**config.mk**
```make
export PLATFORM = sky130hd
export DESIGN_NAME = mem_req_arbiter_flat
export DESIGN_NICKNAME = d
export VERILOG_FILES = /design/src/rtl/mem_req_arbiter_if.sv /design/src/rtl/mem_req_arbiter.sv /design/src/flat_wrapper.sv
export SDC_FILE = /design/constraint.sdc
export NUM_CORES = 1
export LEC_CHECK = 0
export ABC_CLOCK_PERIOD_IN_PS = 5500
export CORE_ASPECT_RATIO = 1.2
export CORE_MARGIN = 5
export CORE_UTILIZATION = 40
export DETAILED_ROUTE_END_ITERATION = 6
export PLACE_DENSITY = 0.91
export SLEW_MARGIN = 20
export SYNTH_ARGS = -nofsm -noshare
export SYNTH_HDL_FRONTEND = slang
export SYNTH_SLANG_ARGS = --single-unit
```
**constraint.sdc**
```tcl
create_clock -name CLK -period 5.5 [get_ports CLK]
set_clock_uncertainty 0.15 [all_clocks]
set_input_delay 1.1 -clock CLK [delete_from_list [all_inputs] [get_ports CLK]]
set_output_delay 1.1 -clock CLK [all_outputs]
set_load 0.05 [all_outputs]
```
**src/rtl/mem_req_arbiter_if.sv**
```systemverilog
// ---------------------------------------------------------------------------
// Interfaces used by mem_req_arbiter.
//
// mem_req_port_if : one requester channel (CPU load/store unit or debug/IO
//                   loader).
//   req    requester -> arbiter  request, held with fields stable until done
//   rw     requester -> arbiter  1 = write, 0 = read
//   addr   requester -> arbiter  byte address
//   wdata  requester -> arbiter  write data
//   done   arbiter -> requester  one-cycle completion pulse
//   rdata  arbiter -> requester  read data, valid while done = 1
//   err    arbiter -> requester  timeout flag, valid with done
//   modport master = requester side, modport slave = arbiter side.
//
// mem_req_arbiter_if : single-port data memory request bus.
//   mem_req_valid   arbiter -> memory  request
//   mem_req_rw      arbiter -> memory  request direction
//   mem_req_addr    arbiter -> memory  request address
//   mem_data_write  arbiter -> memory  write data
//   mem_data_read   memory -> arbiter  read data
//   mem_ready       memory -> arbiter  ready, registered inside the memory
//   modport master = arbiter side, modport slave = memory side.
//
// Handshake: the memory performs an access on a rising edge where
// mem_req_valid=1 and mem_ready=0, then raises mem_ready. It drops mem_ready
// on the next edge where mem_req_valid=1 and mem_ready=1. The master must
// therefore hold mem_req_valid low in the cycle after an acknowledge, or the
// memory starts a duplicate access.
// ---------------------------------------------------------------------------
interface mem_req_port_if #(
  parameter int AW = 32,
  parameter int DW = 32
);
  logic          req;
  logic          rw;
  logic [AW-1:0] addr;
  logic [DW-1:0] wdata;
  logic          done;
  logic [DW-1:0] rdata;
  logic          err;

  modport master (output req, rw, addr, wdata, input done, rdata, err);
  modport slave  (input req, rw, addr, wdata, output done, rdata, err);
endinterface

interface mem_req_arbiter_if #(
  parameter int AW = 32,
  parameter int DW = 32
);
  logic          mem_req_valid;
  logic          mem_req_rw;
  logic [AW-1:0] mem_req_addr;
  logic [DW-1:0] mem_data_write;
  logic [DW-1:0] mem_data_read;
  logic          mem_ready;

  modport master (output mem_req_valid, mem_req_rw, mem_req_addr, mem_data_write,
                  input mem_data_read, mem_ready);
  modport slave  (input mem_req_valid, mem_req_rw, mem_req_addr, mem_data_write,
                  output mem_data_read, mem_ready);
endinterface

```
**src/rtl/mem_req_arbiter.sv**
```systemverilog
// ---------------------------------------------------------------------------
// mem_req_arbiter
//
// Shares the single-port data memory between two requesters: port 0 (CPU
// load/store unit) and port 1 (debug/IO loader). Sequences the memory's
// registered-ready protocol, arbitrates round-robin (or fixed priority) and
// returns a one-cycle done pulse with read data to the winning requester.
//
// Parameters:
//   AW             address width
//   DW             data width
//   FIXED_PRIO     1 = port 0 always wins, 0 = round-robin
//   TIMEOUT_CYCLES REQ cycles before an access is aborted (timeout build only)
//
// Optional feature macro: MEM_ARB_TIMEOUT_EN
//   defined   : a REQ-cycle counter aborts a stalled access with err=1 and
//               rdata=32'hDEADBEEF
//   undefined : REQ waits indefinitely, m0.err / m1.err are tied 0
//
// Ports:
//   CLK       rising-edge clock
//   RESET     asynchronous, active-high reset
//   m0, m1    requester channels (mem_req_port_if.slave)
//   mem       memory request bus (mem_req_arbiter_if.master)
//   busy      high in any state other than IDLE
//   grant_id  port currently or last served
//   dbg_state current FSM state (IDLE=0, REQ=1, DONE=2, FLUSH=3)
//
// FSM: IDLE -> REQ -> DONE -> IDLE for an access; IDLE -> FLUSH -> IDLE when
// a stale mem_ready is seen while idle. FLUSH drives valid=1, rw=0, addr=0 for
// one cycle so the memory drops ready without starting an access.
// ---------------------------------------------------------------------------
module mem_req_arbiter #(
  parameter int AW             = 32,
  parameter int DW             = 32,
  parameter int FIXED_PRIO     = 0,
  parameter int TIMEOUT_CYCLES = 15
) (
  input  logic                CLK,
  input  logic                RESET,
  mem_req_port_if.slave       m0,
  mem_req_port_if.slave       m1,
  mem_req_arbiter_if.master   mem,
  output logic                busy,
  output logic                grant_id,
  output logic [1:0]          dbg_state
);

  typedef enum logic [1:0] {
    IDLE  = 2'd0,
    REQ   = 2'd1,
    DONE  = 2'd2,
    FLUSH = 2'd3
  } state_t;

  // A zero timeout would abort every access before the memory could answer.
  if (TIMEOUT_CYCLES < 1) begin : g_timeout_cycles_invalid
  end

  state_t        state_q, state_d;
  logic          rr_ptr_q;
  logic          grant_q, grant_d;
  logic          rw_q;
  logic [AW-1:0] addr_q;
  logic [DW-1:0] wdata_q;
  logic [DW-1:0] rdata0_q, rdata1_q;

  // Arbitration and latch controls
  logic          pick1;
  logic          load;
  logic          capture;
  logic [DW-1:0] capture_data;
  logic          sel_rw;
  logic [AW-1:0] sel_addr;
  logic [DW-1:0] sel_wdata;

`ifdef MEM_ARB_TIMEOUT_EN
  localparam int          TO_W    = $clog2(TIMEOUT_CYCLES + 1);
  localparam logic [TO_W-1:0] TO_LAST = TO_W'(TIMEOUT_CYCLES - 1);

  logic [TO_W-1:0] to_cnt_q;
  logic            timeout_hit;
  logic            err_q;
`endif

  // -------------------------------------------------------------------------
  // Winner selection. A single requester always wins; with both requesting
  // the round-robin pointer decides unless fixed priority is configured.
  // -------------------------------------------------------------------------
  always_comb begin
    pick1 = 1'b0;
    if (FIXED_PRIO != 0) begin
      pick1 = !m0.req;
    end else if (m0.req && m1.req) begin
      pick1 = rr_ptr_q;
    end else begin
      pick1 = m1.req;
    end
  end

  assign sel_rw    = pick1 ? m1.rw    : m0.rw;
  assign sel_addr  = pick1 ? m1.addr  : m0.addr;
  assign sel_wdata = pick1 ? m1.wdata : m0.wdata;

  // -------------------------------------------------------------------------
  // Next-state logic
  // -------------------------------------------------------------------------
  always_comb begin
    state_d      = state_q;
    grant_d      = grant_q;
    load         = 1'b0;
    capture      = 1'b0;
    // Writes return zero read data.
    capture_data = rw_q ? '0 : mem.mem_data_read;
`ifdef MEM_ARB_TIMEOUT_EN
    timeout_hit  = 1'b0;
`endif

    unique case (state_q)
      IDLE: begin
        // A ready left over from an earlier access must be cleared before a
        // new request, otherwise it would be taken as this access's ack.
        if (mem.mem_ready) begin
          state_d = FLUSH;
        end else if (m0.req || m1.req) begin
          grant_d = pick1;
          load    = 1'b1;
          state_d = REQ;
        end
      end

      REQ: begin
        if (mem.mem_ready) begin
          capture = 1'b1;
          state_d = DONE;
        end
`ifdef MEM_ARB_TIMEOUT_EN
        else if (to_cnt_q == TO_LAST) begin
          capture      = 1'b1;
          capture_data = DW'(32'hDEADBEEF);
          timeout_hit  = 1'b1;
          state_d      = DONE;
        end
`endif
      end

      DONE:  state_d = IDLE;
      FLUSH: state_d = IDLE;

      default: state_d = IDLE;
    endcase
  end

  // -------------------------------------------------------------------------
  // State and datapath registers
  // -------------------------------------------------------------------------
  always_ff @(posedge CLK or posedge RESET) begin
    if (RESET) begin
      state_q  <= IDLE;
      rr_ptr_q <= 1'b0;
      grant_q  <= 1'b0;
      rw_q     <= 1'b0;
      addr_q   <= '0;
      wdata_q  <= '0;
      rdata0_q <= '0;
      rdata1_q <= '0;
    end else begin
      state_q <= state_d;
      grant_q <= grant_d;

      if (load) begin
        rw_q    <= sel_rw;
        addr_q  <= sel_addr;
        wdata_q <= sel_wdata;
      end

      // Each port's rdata holds until that port's next completion.
      if (capture) begin
        if (grant_q) begin
          rdata1_q <= capture_data;
        end else begin
          rdata0_q <= capture_data;
        end
      end

      // The port just served moves to the back of the queue.
      if (state_q == DONE) begin
        rr_ptr_q <= ~grant_q;
      end
    end
  end

`ifdef MEM_ARB_TIMEOUT_EN
  // Counts completed REQ cycles; restarts on every REQ entry.
  always_ff @(posedge CLK or posedge RESET) begin
    if (RESET) begin
      to_cnt_q <= '0;
      err_q    <= 1'b0;
    end else begin
      if (state_q == REQ && state_d == REQ) begin
        to_cnt_q <= to_cnt_q + 1'b1;
      end else begin
        to_cnt_q <= '0;
      end
      if (capture) begin
        err_q <= timeout_hit;
      end
    end
  end
`endif

  // -------------------------------------------------------------------------
  // Outputs
  // -------------------------------------------------------------------------
  // Valid is high in REQ and FLUSH only, so it is always low in the cycle
  // after an ack (DONE or IDLE) and the memory never sees a duplicate access.
  assign mem.mem_req_valid  = (state_q == REQ) || (state_q == FLUSH);
  assign mem.mem_req_rw     = (state_q == REQ) && rw_q;
  assign mem.mem_req_addr   = (state_q == REQ) ? addr_q  : '0;
  assign mem.mem_data_write = (state_q == REQ) ? wdata_q : '0;

  assign m0.done  = (state_q == DONE) && !grant_q;
  assign m1.done  = (state_q == DONE) &&  grant_q;
  assign m0.rdata = rdata0_q;
  assign m1.rdata = rdata1_q;

`ifdef MEM_ARB_TIMEOUT_EN
  assign m0.err = m0.done && err_q;
  assign m1.err = m1.done && err_q;
`else
  assign m0.err = 1'b0;
  assign m1.err = 1'b0;
`endif

  assign busy      = (state_q != IDLE);
  assign grant_id  = grant_q;
  assign dbg_state = state_q;

endmodule
```
**src/flat_wrapper.sv**
```systemverilog
// flat-port wrapper written by rule: the top's interface ports become plain ports
module mem_req_arbiter_flat 
#(
  parameter int AW             = 32,
  parameter int DW             = 32,
  parameter int FIXED_PRIO     = 0,
  parameter int TIMEOUT_CYCLES = 15
)
  (CLK, RESET, busy, grant_id, dbg_state, m0_req, m0_rw, m0_addr, m0_wdata, m0_done, m0_rdata, m0_err, m1_req, m1_rw, m1_addr, m1_wdata, m1_done, m1_rdata, m1_err, mem_mem_req_valid, mem_mem_req_rw, mem_mem_req_addr, mem_mem_data_write, mem_mem_data_read, mem_mem_ready);
  mem_req_port_if #(.AW(AW), .DW(DW)) m0_i ();
  mem_req_port_if #(.AW(AW), .DW(DW)) m1_i ();
  mem_req_arbiter_if #(.AW(AW), .DW(DW)) mem_i ();
  input  logic CLK;
  input  logic RESET;
  output logic busy;
  output logic grant_id;
  output logic [1:0] dbg_state;
  input wire logic [$bits(m0_i.req)-1:0] m0_req;
  input wire logic [$bits(m0_i.rw)-1:0] m0_rw;
  input wire logic [$bits(m0_i.addr)-1:0] m0_addr;
  input wire logic [$bits(m0_i.wdata)-1:0] m0_wdata;
  output wire logic [$bits(m0_i.done)-1:0] m0_done;
  output wire logic [$bits(m0_i.rdata)-1:0] m0_rdata;
  output wire logic [$bits(m0_i.err)-1:0] m0_err;
  input wire logic [$bits(m1_i.req)-1:0] m1_req;
  input wire logic [$bits(m1_i.rw)-1:0] m1_rw;
  input wire logic [$bits(m1_i.addr)-1:0] m1_addr;
  input wire logic [$bits(m1_i.wdata)-1:0] m1_wdata;
  output wire logic [$bits(m1_i.done)-1:0] m1_done;
  output wire logic [$bits(m1_i.rdata)-1:0] m1_rdata;
  output wire logic [$bits(m1_i.err)-1:0] m1_err;
  output wire logic [$bits(mem_i.mem_req_valid)-1:0] mem_mem_req_valid;
  output wire logic [$bits(mem_i.mem_req_rw)-1:0] mem_mem_req_rw;
  output wire logic [$bits(mem_i.mem_req_addr)-1:0] mem_mem_req_addr;
  output wire logic [$bits(mem_i.mem_data_write)-1:0] mem_mem_data_write;
  input wire logic [$bits(mem_i.mem_data_read)-1:0] mem_mem_data_read;
  input wire logic [$bits(mem_i.mem_ready)-1:0] mem_mem_ready;
  assign m0_i.req = m0_req;
  assign m0_i.rw = m0_rw;
  assign m0_i.addr = m0_addr;
  assign m0_i.wdata = m0_wdata;
  assign m0_done = m0_i.done;
  assign m0_rdata = m0_i.rdata;
  assign m0_err = m0_i.err;
  assign m1_i.req = m1_req;
  assign m1_i.rw = m1_rw;
  assign m1_i.addr = m1_addr;
  assign m1_i.wdata = m1_wdata;
  assign m1_done = m1_i.done;
  assign m1_rdata = m1_i.rdata;
  assign m1_err = m1_i.err;
  assign mem_mem_req_valid = mem_i.mem_req_valid;
  assign mem_mem_req_rw = mem_i.mem_req_rw;
  assign mem_mem_req_addr = mem_i.mem_req_addr;
  assign mem_mem_data_write = mem_i.mem_data_write;
  assign mem_i.mem_data_read = mem_mem_data_read;
  assign mem_i.mem_ready = mem_mem_ready;
  mem_req_arbiter #(.AW(AW), .DW(DW), .FIXED_PRIO(FIXED_PRIO), .TIMEOUT_CYCLES(TIMEOUT_CYCLES)) u_core (.CLK(CLK), .RESET(RESET), .m0(m0_i), .m1(m1_i), .mem(mem_i), .busy(busy), .grant_id(grant_id), .dbg_state(dbg_state));
endmodule
```
==> flow_metrics.py <==
metrics = {
    "placement": {
        "placement.io_buffers": 302,
        "place.gp.congestion": 0.768,
        "place_area_mm2": 0.00912,
        "hpwl_um": 14400,
        "dp_cells": 1022,
    },
    "clock_tree": {
        "clk_path_buf_depth": 2,
        "clk_pin_slew_ns": 0.06,
        "htreeDepth": 4,
        "cts_tree": "done",
        "clk_latency_ns": 0.41,
        "cts_sinks": 133,
        "cts_root_buf": "clkbuf_16",
        "cts_setup_buffers": 0,
        "holdBufCountCts": 0,
        "cts_inserted_buffers": 17,
        "ctsResizeCount": 0,
    },
    "sta": {
        "final_max_slew_viol_count": 0,
        "min_period_ns": 3.90,
        "setup_tns_ns": 0,
        "rsz0062_at_grt": "no",
        "setup_viol": 0,
        "timing.fmax_ghz": 0.256,
        "fin_crit_sh_pct": 70.9,
        "hold_viol_final": 0,
        "relSlewSlack_pct": 33.2,
        "worstMarginPinSlew_ns": 1.00,
    },
    "power": {
        "p_seq_share_pct": 31.2,
        "cellInternalPower_uw": 2860,
        "p_sw_uw": 1990,
        "p_comb_share_pct": 43.9,
        "power_switching_share_pct": 41.1,
        "peakVddDrop_mv": 0.185,
        "p_leak_uw": 0.00384,
        "powerDensity_mw_per_mm2": 497,
        "power_frac_clock_pct": 24.9,
    },
    "detailed_routing": {
        "detail_route.wl_per_cell_um": 19.3,
        "vias": 5549,
        "detail-route-antenna-nets": 0,
        "avgViaCountPerCell": 5.26,
        "drt_iter0_drc": 395,
        "route.detailed.drc": 0,
        "first_pass_iters": 5,
        "wl_um": 20300,
    },
    "die": {
        "die_area_mm2": 0.0177,
        "std_cell_rows": 49,
        "io_pins": 305,
        "chipHeight_um": 145,
        "start_util_pct": 40.6,
        "core-area_mm2": 0.0149,
        "die_x_um": 122,
    },
    "finish": {
        "design_area_mm2": 0.00977,
        "fin_cells": 1055,
        "finalNetCount": 1005,
        "nFillCells": 1126,
        "layout_commonest_cell": "clkdlybuf4s50_1",
        "syn_to_final_growth_pct": 61.5,
        "fin_util_pct": 65.5,
        "drive_gt1_share_pct": 12.9,
        "final_cell_mix": "302 x clkdlybuf4s50_1, 133 x dfrtp_1, 65 x or3_1, 65 x o221a_2, 65 x and2_1",
    },
    "synthesis": {
        "ys_ff_latch": 133,
        "yosys_warnings": 0,
        "synth_top_area_cell": "dfrtp_1",
        "synth_area_leaders": "dfrtp_1 55%, o221a_2 12%, and2_1 6.8%",
        "synth-simple-area-share_pct": 22.3,
        "synth.distinct_cells": 27,
        "synthMuxAreaShare_pct": 0,
        "ys_seq_area_share_pct": 55.0,
        "synth-compound-area-share_pct": 17.9,
        "synth_top_area_share_pct": 55.0,
        "synth_top_family_by_area": "simple AND/OR/NAND/NOR gates",
        "syn_area_per_cell_um2": 10.7,
        "syn_area_mm2": 0.00605,
        "synthAdderAreaFrac_pct": 0,
        "syn_inst": 565,
        "synthXorXnorAreaFrac_pct": 0,
    },
    "worst_setup_path": {
        "endpoint_kind": "primary output",
        "worstSetupPathType": "register to primary output",
        "crit_path_start_kind": "register",
        "worstPathRequired_ns": 4.25,
        "critPathMaxFanout": 47,
        "arrival_ns": 2.65,
    },
    "min_path": {
        "hp-class": "register to register",
    },
    "global_routing": {
        "grt_start_max_net_pins": 101,
        "grt_pass1_wl_um": 31300,
        "grt_pass1_vias": 5731,
        "grt-ovfl-total": 0,
        "grtUsageTotal_pct": 23.0,
        "antenna_found_initial": 1,
    },
    "flow_run": {
        "drv_cap": 0,
    },
    "status": {
        "outcome": "finished, final reports clean",
    },
}
==> flip-flops by register name (all words and copies together), names as in the netlist <==
name / cells
u_core.rr_ptr_q: 1
u_core.m1.rdata: 32
u_core.dbg_state: 2
u_core.m0.rdata: 32
u_core.grant_id: 1
u_core.addr_q: 32
u_core.wdata_q: 32
u_core.rw_q: 1
==> worst paths after layout <==
| path | start | endpoint | slack, ns | depth (start not counted) |
|---|---|---|---|---|
| max | u_core.dbg_state[0] | mem_mem_data_write[26] | 1.60 | 4 |
| min | u_core.m1.rdata[12] | u_core.m1.rdata[12] | 0.33 | 2 |
| max reg2reg | u_core.dbg_state[1] | u_core.wdata_q[3] | 2.83 | 4 |
| min reg2reg | u_core.m1.rdata[12] | u_core.m1.rdata[12] | 0.33 | 2 |
| max in group asynchronous | RESET | u_core.m1.rdata[10] | 3.11 | 3 |
| min in group asynchronous | RESET | u_core.m1.rdata[31] | 1.12 | 2 |
==> worst max-delay path, cell delays in order, from the launching register on <==
cell             delay (ns)
dfrtp_1                0.51
nor2b_4                0.47
buf_12                 0.24
and2_1                 0.15
clkdlybuf4s50_1        0.83
==> kinds of logic after synthesis <==
kind of cell           after synthesis
and+or+nand+nor                    241
AOI/OAI and AO/OA                  133
DFF                                133
buffers and inverters               57
other                                1
==> through the flow <==
stage               setup WS, ns  total power [uW]  hold WS (ns)
finish                      1.60              4850         0.329
global route                1.44              5080         0.354
CTS                         1.14              4890         0.334
detailed placement          1.59              3660         0.320
global placement            1.65              3600         0.310
floorplan                  0.696              2850         0.314
==> layout make-up <==
| cell class | instances | area, um2 | area share [%] |
|---|---|---|---|
| Timing Repair Buffer | 308 | 3080 | 31.5 |
| Tap cell | 204 | 255 | 2.61 |
| Clock inverter | 14 | 201 | 2.06 |
| Inverter | 2 | 12.5 | 0.128 |
| Clock buffer | 17 | 425 | 4.36 |
| Antenna cell | 1 | 2.50 | 0.0256 |
| Sequential cell | 133 | 3330 | 34.1 |
| Multi-Input combinational cell | 376 | 2460 | 25.2 |
==> power groups by stage <==
stage / Sequential, uW / Combinational [uW] / Clock (uW)
2_1_floorplan: 2070 / 780 / 0
3_3_place_gp: 1510 / 2090 / 0
3_5_place_dp: 1520 / 2140 / 0
4_1_cts: 1510 / 2140 / 1230
5_1_grt: 1560 / 2240 / 1280
6_report: 1510 / 2130 / 1210
==> per-layer routing <==
layer	part of all wire (%)	track usage (%)	vias up
met4	1.7	6.90	0
met1	38	27.5	2688
met2	49	38.7	282
met3	11	8.51	23
met5	0	0	-
li1	-	-	2556
==> synth_stat cells <==
cell / count
or2_2: 1
clkbuf_1: 35
a21o_1: 1
o21ai_1: 10
conb_1: 1
o221a_2: 65
or3_4: 1
buf_4: 2
o21ai_0: 55
or3_1: 65
nand4b_1: 1
a21bo_2: 1
buf_6: 7
a211oi_1: 1
nor2b_1: 2
nand2b_1: 34
nor2_1: 2
nor3_1: 2
nand4bb_1: 1
dfrtp_1: 133
buf_2: 6
or2_1: 1
buf_1: 5
nand3_1: 1
and2_1: 66
inv_1: 2
nand2_1: 64
(Power assumes the default switching activity.)
